## config.mk

```make
export PLATFORM = sky130hd
export DESIGN_NAME = lock_code_sender_flat
export DESIGN_NICKNAME = d
export VERILOG_FILES = /design/src/rtl/lock_pkg.sv /design/src/rtl/lock_code_sender_if.sv /design/src/rtl/lock_tx_timer.sv /design/src/rtl/lock_code_sender.sv /design/src/flat_wrapper.sv
export SDC_FILE = /design/constraint.sdc
export NUM_CORES = 1
export LEC_CHECK = 0
export CORE_MARGIN = 5
export CORE_UTILIZATION = 54
export DETAILED_ROUTE_END_ITERATION = 8
export PLACE_DENSITY_LB_ADDON = 0.3
export SYNTH_ARGS = -nofsm -noshare
export SYNTH_HDL_FRONTEND = slang
export SYNTH_SLANG_ARGS = --single-unit
export TNS_END_PERCENT = 20
```

## constraint.sdc

```tcl
create_clock -name clk -period 3.78 [get_ports clk]
set_input_delay 0.567 -clock clk [delete_from_list [all_inputs] [get_ports clk]]
set_output_delay 0.567 -clock clk [all_outputs]
set_load 0.1 [all_outputs]
```

## src/rtl/lock_pkg.sv

```systemverilog
// Shared types and parameter defaults for the lock code sender.
// No logic or latency of its own; no flow control.
package lock_pkg;

  localparam int MAX_LEN_DEF        = 8;
  localparam int PRESS_CYCLES_DEF   = 2;
  localparam int GAP_CYCLES_DEF     = 2;
  localparam int TIMEOUT_CYCLES_DEF = 4;

  typedef enum logic [2:0] {
    ST_IDLE,
    ST_PRESS,
    ST_GAP,
    ST_WAIT,
    ST_DONE
  } lock_state_e;

  function automatic int max3(input int a, input int b, input int c);
    int m;
    m = (a > b) ? a : b;
    return (m > c) ? m : c;
  endfunction

endpackage

```

## src/rtl/lock_code_sender_if.sv

```systemverilog
// Request/button bundle between a code requester/lock and the sender.
// Master drives start/code/len/unlock; slave returns the registered button and status outputs.
interface lock_code_sender_if #(
  parameter int MAX_LEN = lock_pkg::MAX_LEN_DEF
);
  localparam int LW = $clog2(MAX_LEN + 1);

  logic               start;
  logic [MAX_LEN-1:0] code;
  logic [LW-1:0]      len;
  logic               unlock;
  logic               b0;
  logic               b1;
  logic               busy;
  logic               done;
  logic               ok;

  modport master (output start, code, len, unlock, input b0, b1, busy, done, ok);
  modport slave  (input start, code, len, unlock, output b0, b1, busy, done, ok);
endinterface

```

## src/rtl/lock_tx_timer.sv

```systemverilog
// Loadable down-counter with a zero flag; load takes effect on the next edge.
// Counts down to zero and holds there; no flow control.
module lock_tx_timer #(
  parameter int W = 3
) (
  input  logic         clk,
  input  logic         reset,
  input  logic         load,
  input  logic [W-1:0] load_val,
  output logic         zero
);
  logic [W-1:0] cnt_q, cnt_d;

  always_comb begin
    cnt_d = cnt_q;
    if (load) begin
      cnt_d = load_val;
    end else if (cnt_q != '0) begin
      cnt_d = cnt_q - W'(1);
    end
  end

  always_ff @(posedge clk) begin
    if (reset) cnt_q <= '0;
    else       cnt_q <= cnt_d;
  end

  assign zero = (cnt_q == '0);
endmodule

```

## src/rtl/lock_code_sender.sv

```systemverilog
// Plays a latched code as timed b0/b1 presses, then waits for unlock; first press one cycle after start.
// All outputs registered; start/code/len are only sampled in IDLE, unlock only in WAIT.
module lock_code_sender
  import lock_pkg::*;
#(
  parameter int MAX_LEN        = MAX_LEN_DEF,
  parameter int PRESS_CYCLES   = PRESS_CYCLES_DEF,
  parameter int GAP_CYCLES     = GAP_CYCLES_DEF,
  parameter int TIMEOUT_CYCLES = TIMEOUT_CYCLES_DEF
) (
  input  logic               clk,
  input  logic               reset,
  lock_code_sender_if.slave  bus
);
  localparam int LW = $clog2(MAX_LEN + 1);
  localparam int TW = $clog2(max3(PRESS_CYCLES, GAP_CYCLES, TIMEOUT_CYCLES) + 1);

  lock_state_e        state_q, state_d;
  logic [MAX_LEN-1:0] code_q, code_d;
  logic [LW-1:0]      len_q, len_d;
  logic [LW-1:0]      idx_q, idx_d;
  logic               b0_q, b0_d, b1_q, b1_d;
  logic               busy_q, busy_d, done_q, done_d, ok_q, ok_d;
  logic               t_load, t_zero;
  logic [TW-1:0]      t_val;
  logic               len_ok;
  logic [LW-1:0]      pos;
  logic               press_bit;

  lock_tx_timer #(.W(TW)) u_timer (
    .clk      (clk),
    .reset    (reset),
    .load     (t_load),
    .load_val (t_val),
    .zero     (t_zero)
  );

  assign len_ok = (bus.len != '0) && (bus.len <= LW'(MAX_LEN));

  always_comb begin
    state_d = state_q;
    code_d  = code_q;
    len_d   = len_q;
    idx_d   = idx_q;
    ok_d    = ok_q;
    t_load  = 1'b0;
    t_val   = '0;
    unique case (state_q)
      ST_IDLE: begin
        if (bus.start) begin
          ok_d = 1'b0;
          if (len_ok) begin
            code_d  = bus.code;
            len_d   = bus.len;
            idx_d   = '0;
            state_d = ST_PRESS;
            t_load  = 1'b1;
            t_val   = TW'(PRESS_CYCLES - 1);
          end else begin
            state_d = ST_DONE;
          end
        end
      end
      ST_PRESS: begin
        if (t_zero) begin
          state_d = ST_GAP;
          t_load  = 1'b1;
          t_val   = TW'(GAP_CYCLES - 1);
        end
      end
      ST_GAP: begin
        if (t_zero) begin
          t_load = 1'b1;
          if (idx_q == len_q - LW'(1)) begin
            state_d = ST_WAIT;
            t_val   = TW'(TIMEOUT_CYCLES - 1);
          end else begin
            idx_d   = idx_q + LW'(1);
            state_d = ST_PRESS;
            t_val   = TW'(PRESS_CYCLES - 1);
          end
        end
      end
      ST_WAIT: begin
        // unlock wins over the timeout in the final wait cycle
        if (bus.unlock) begin
          state_d = ST_DONE;
          ok_d    = 1'b1;
        end else if (t_zero) begin
          state_d = ST_DONE;
          ok_d    = 1'b0;
        end
      end
      ST_DONE: state_d = ST_IDLE;
      default: state_d = ST_IDLE;
    endcase
  end

  // Outputs are decoded from the next state so they line up with it once registered.
  always_comb begin
    pos       = len_d - idx_d - LW'(1);
    press_bit = |(code_d & (MAX_LEN'(1) << pos));
    b1_d      = (state_d == ST_PRESS) && press_bit;
    b0_d      = (state_d == ST_PRESS) && !press_bit;
    busy_d    = (state_d != ST_IDLE);
    done_d    = (state_d == ST_DONE);
  end

  always_ff @(posedge clk) begin
    if (reset) begin
      state_q <= ST_IDLE;
      code_q  <= '0;
      len_q   <= '0;
      idx_q   <= '0;
      b0_q    <= 1'b0;
      b1_q    <= 1'b0;
      busy_q  <= 1'b0;
      done_q  <= 1'b0;
      ok_q    <= 1'b0;
    end else begin
      state_q <= state_d;
      code_q  <= code_d;
      len_q   <= len_d;
      idx_q   <= idx_d;
      b0_q    <= b0_d;
      b1_q    <= b1_d;
      busy_q  <= busy_d;
      done_q  <= done_d;
      ok_q    <= ok_d;
    end
  end

  assign bus.b0   = b0_q;
  assign bus.b1   = b1_q;
  assign bus.busy = busy_q;
  assign bus.done = done_q;
  assign bus.ok   = ok_q;
endmodule

```

## src/flat_wrapper.sv

```systemverilog
// flat-port wrapper written by rule: the top's interface ports become plain ports
module lock_code_sender_flat import lock_pkg::*;
#(
  parameter int MAX_LEN        = MAX_LEN_DEF,
  parameter int PRESS_CYCLES   = PRESS_CYCLES_DEF,
  parameter int GAP_CYCLES     = GAP_CYCLES_DEF,
  parameter int TIMEOUT_CYCLES = TIMEOUT_CYCLES_DEF
)
  (clk, reset, bus_start, bus_code, bus_len, bus_unlock, bus_b0, bus_b1, bus_busy, bus_done, bus_ok);
  lock_code_sender_if #(.MAX_LEN(MAX_LEN)) bus_i ();
  input  logic clk;
  input  logic reset;
  input wire logic [$bits(bus_i.start)-1:0] bus_start;
  input wire logic [$bits(bus_i.code)-1:0] bus_code;
  input wire logic [$bits(bus_i.len)-1:0] bus_len;
  input wire logic [$bits(bus_i.unlock)-1:0] bus_unlock;
  output wire logic [$bits(bus_i.b0)-1:0] bus_b0;
  output wire logic [$bits(bus_i.b1)-1:0] bus_b1;
  output wire logic [$bits(bus_i.busy)-1:0] bus_busy;
  output wire logic [$bits(bus_i.done)-1:0] bus_done;
  output wire logic [$bits(bus_i.ok)-1:0] bus_ok;
  assign bus_i.start = bus_start;
  assign bus_i.code = bus_code;
  assign bus_i.len = bus_len;
  assign bus_i.unlock = bus_unlock;
  assign bus_b0 = bus_i.b0;
  assign bus_b1 = bus_i.b1;
  assign bus_busy = bus_i.busy;
  assign bus_done = bus_i.done;
  assign bus_ok = bus_i.ok;
  lock_code_sender #(.MAX_LEN(MAX_LEN), .PRESS_CYCLES(PRESS_CYCLES), .GAP_CYCLES(GAP_CYCLES), .TIMEOUT_CYCLES(TIMEOUT_CYCLES)) u_core (.clk(clk), .reset(reset), .bus(bus_i));
endmodule
```

==> qor.txt <==
Max IR drop VDD -> 0.485 mV
RSZ-0062 raised after global routing -> no
Simple-gate share of the synthesized area -> 22.2%
ANT cells -> 0
Crit share post-route -> 91.7%
CTS tree -> built
Via/cell ratio -> 5.74
Slew Limit Headroom -> 35.3%
Count of final max-slew check failures -> 0
Drt first-iter violations -> 62
PwrDens -> 476 nW/µm²
Most frequent cells in the layout -> dfxtp_1 (27), nand2_1 (22), clkdlybuf4s50_1 (20), nor2_1 (14), a21oi_1 (14)
Largest family of logic cells by synthesized area -> simple AND/OR/NAND/NOR gates
Least-Margin Pin Slew -> 0.967 ns
Cell Rows -> 19
Core ar. -> 2730 µm²
Fmax -> 288 MHz
Worst path cell trace -> clkdlybuf4s50_1 -> or4_4 -> and3_1 -> or2_2 -> ha_1 -> a21o_1 -> a21oi_1 -> xor2_1 -> xnor2_1 -> a211oi_1 -> o21ba_1
Worst path depth -> 11
Crit-path max cell delay -> 0.57 ns
Static Leak -> 0.000749 µW
Fin util -> 66.6%
Hold Fails Final Rpt -> 0
XOR/XNOR Fraction of Synth Area -> 6.63%
Buffers added on ports -> 20
Hold buffers post-CTS -> 0
Total Routed Length -> 3.24 mm
I/O pins -> 21
Clock transition at path regs -> 0.15 ns
Vias -> 1,327
Share of post-route cells with drive strength above 1 -> 8.50%
Crit Reg-Reg Startpoint -> u_core.len_q[0]
Mapped Cells -> 177
Reg2reg path depth -> 14
GRT overflow -> 0
Start point of the critical path -> bus_len[1]
Root buf cell -> clkbuf_4
# setup viols final -> 0
CP endpoint -> u_core.bus.b0
Die area -> 4000 µm²
Synth warn -> 0
R2r endpoint -> u_core.bus.b0
Max-Cap Viols -> 0
Synth cell types -> 41
Compound-Gate Fraction of Synth Area -> 14.9%
Routed len/inst -> 14.0 µm
Post-synthesis mux area share -> 8.76%
Post-synth EDFFs -> 0
Routed Antenna Nets -> 0
Initial core utilization -> 55.9%
Required @ worst endpoint -> 4.08 ns
Vias in the first global route -> 1,378
HP Class -> flip-flop to flip-flop
Sequential area share after synthesis -> 35.4%
Slowest CP cell -> or4_4
CTS HTree Levels -> 1
Min cycle time layout -> 3.47 ns
Minimum hold slack -> 0.462 ns
Crit path max fanout -> 7
Async set-reset flop share out of synthesis -> 0%
Synth area leader -> dfxtp_1
Commonest non-fill, non-tap cell in the layout -> dfxtp_1
Startpoint types -> input port
Adder-cell share of the synthesized area -> 7.04%
Num CTS Buffers -> 3
Post-synth top area share -> 35.4%
R2r setup slk -> 0.34 ns
Final setup skew -> 0.00771 ns
Outcome -> finished, final reports clean
Hpwl dp -> 2.54 mm
CTS Buffer Depth -> 2
Synth area leaders -> dfxtp_1 (35%), ha_1 (5.7%), nand2_1 (5.4%)
Crit Path Class -> input port to flip-flop
Arr. time, crit path -> 3.77 ns
First-pass GRT wire length -> 5.60 mm
Critical Path Sink Type -> flip-flop
Area Growth Syn to Fin -> 19.1%
# clock sinks -> 27
Post-synthesis register bit count -> 27
Total chip power -> 867 µW
Drc violations -> 0
Crit path max-delay family -> simple AND/OR/NAND/NOR gates
GRT Total Usage -> 17.0%
Post_cts resized -> 0
Fillcell total -> 222
Die height -> 63.2 µm
Synth Area per Inst -> 8.64 µm²
Gpl congestion -> 0.842
Main synth FF type -> dfxtp_1
Initial antenna violation count -> 0
Setup bufs post-CTS -> 0
Overall die width -> 63.2 µm
Largest net degree at the start of global routing -> 26
Synth Cell Area -> 1530 µm²
Worst-Skew Late Latency -> 0.34 ns
DRT Pass-1 Iters -> 4
Final net count -> 225
Synth Net Count -> 201
Crit path buf inv count -> 1
## state kept, by name, indices dropped and copies added, names as in the netlist
register,cells
u_core.code_q,8
u_core.idx_q,4
u_core.len_q,4
u_core.state_q,3
u_core.u_timer.cnt_q,3
u_core.bus.b0,1
u_core.bus.b1,1
u_core.bus.busy,1
u_core.bus.done,1
u_core.bus.ok,1
## worst min-delay path by stage
| stage | to | slack [ns] | cells past startpoint | startpoint |
|---|---|---|---|---|
| global placement | u_core.code_q[5] | 0.43 | 2 | u_core.code_q[5] |
| CTS | u_core.code_q[4] | 0.47 | 2 | u_core.code_q[4] |
| finish | u_core.code_q[5] | 0.46 | 2 | u_core.code_q[5] |
| floorplan | u_core.code_q[5] | 0.43 | 2 | u_core.code_q[5] |
| global route | u_core.code_q[4] | 0.49 | 2 | u_core.code_q[4] |
| detailed placement | u_core.code_q[4] | 0.45 | 2 | u_core.code_q[4] |
## cell type report
| cell class | count | area [µm²] | share of cell area (%) |
|---|---|---|---|
| Tap cell | 31 | 38.8 | 2.13 |
| Clock buffer | 3 | 22.5 | 1.24 |
| Clock inverter | 1 | 7.51 | 0.412 |
| Inverter | 9 | 33.8 | 1.86 |
| Timing Repair Buffer | 29 | 268 | 14.7 |
| Sequential cell | 27 | 541 | 29.7 |
| Multi-Input combinational cell | 131 | 910 | 50.0 |
## logic make-up after synthesis
kind of cell	Yosys count
AND/OR/NAND/NOR	68
AO/OA/AOI/OAI	35
flip-flops	27
buffers and inverters	19
XOR/XNOR	10
multiplexers	10
adder cells (fa/ha/maj)	8
## power by group
group | internal (µW) | total (µW) | leakage, µW | switching (µW)
logic | 168 | 389 | 0.000515 | 221
registers | 321 | 346 | 0.000220 | 25.7
clock network | 40.6 | 131 | 0.0000139 | 90.3
## cells in the mapped netlist (2+ instances only)
cell type	count
dfxtp_1	27
nand2_1	22
a21oi_1	14
nor2_1	14
inv_1	9
clkbuf_1	7
ha_1	7
mux2i_1	7
nor3_1	6
nand3_1	5
nor2b_1	5
xor2_1	5
a211oi_1	4
and3_1	4
o21ai_0	4
xnor2_1	4
nand2b_1	3
buf_1	2
mux4_1	2
nand3b_1	2
nand4b_1	2
nor3b_1	2
o211ai_1	2
## routing by layer
metal / part of all wire (%) / wire (µm) / GRT usage, %
met5: 0 / 0 / 0
met4: 0.99 / 32 / 9.35
met3: 6.2 / 200 / 4.44
met2: 52 / 1670 / 31.0
met1: 41 / 1330 / 17.3
## tightest hold or removal path: cells and delay by family, from the launching register on
kind / cells / cell delay (ns)
DFF: 1 / 0.34
AOI/OAI and AO/OA: 1 / 0.05
and+or+nand+nor: 1 / 0.05
## metrics by stage
| stage | setup TNS (ns) | instance area [µm²] | std cells | setup WS (ns) |
|---|---|---|---|---|
| 2_1_floorplan | 0 | 1530 | 177 | 0.358 |
| 3_3_place_gp | 0 | 1790 | 227 | 0.0503 |
| 3_5_place_dp | -0.0765 | 1790 | 227 | -0.0496 |
| 4_1_cts | 0 | 1820 | 231 | 0.148 |
| 5_1_grt | 0 | 1820 | 231 | 0.0642 |
| 6_report | 0 | 1820 | 231 | 0.312 |
Power figures use the tool's default switching activity.
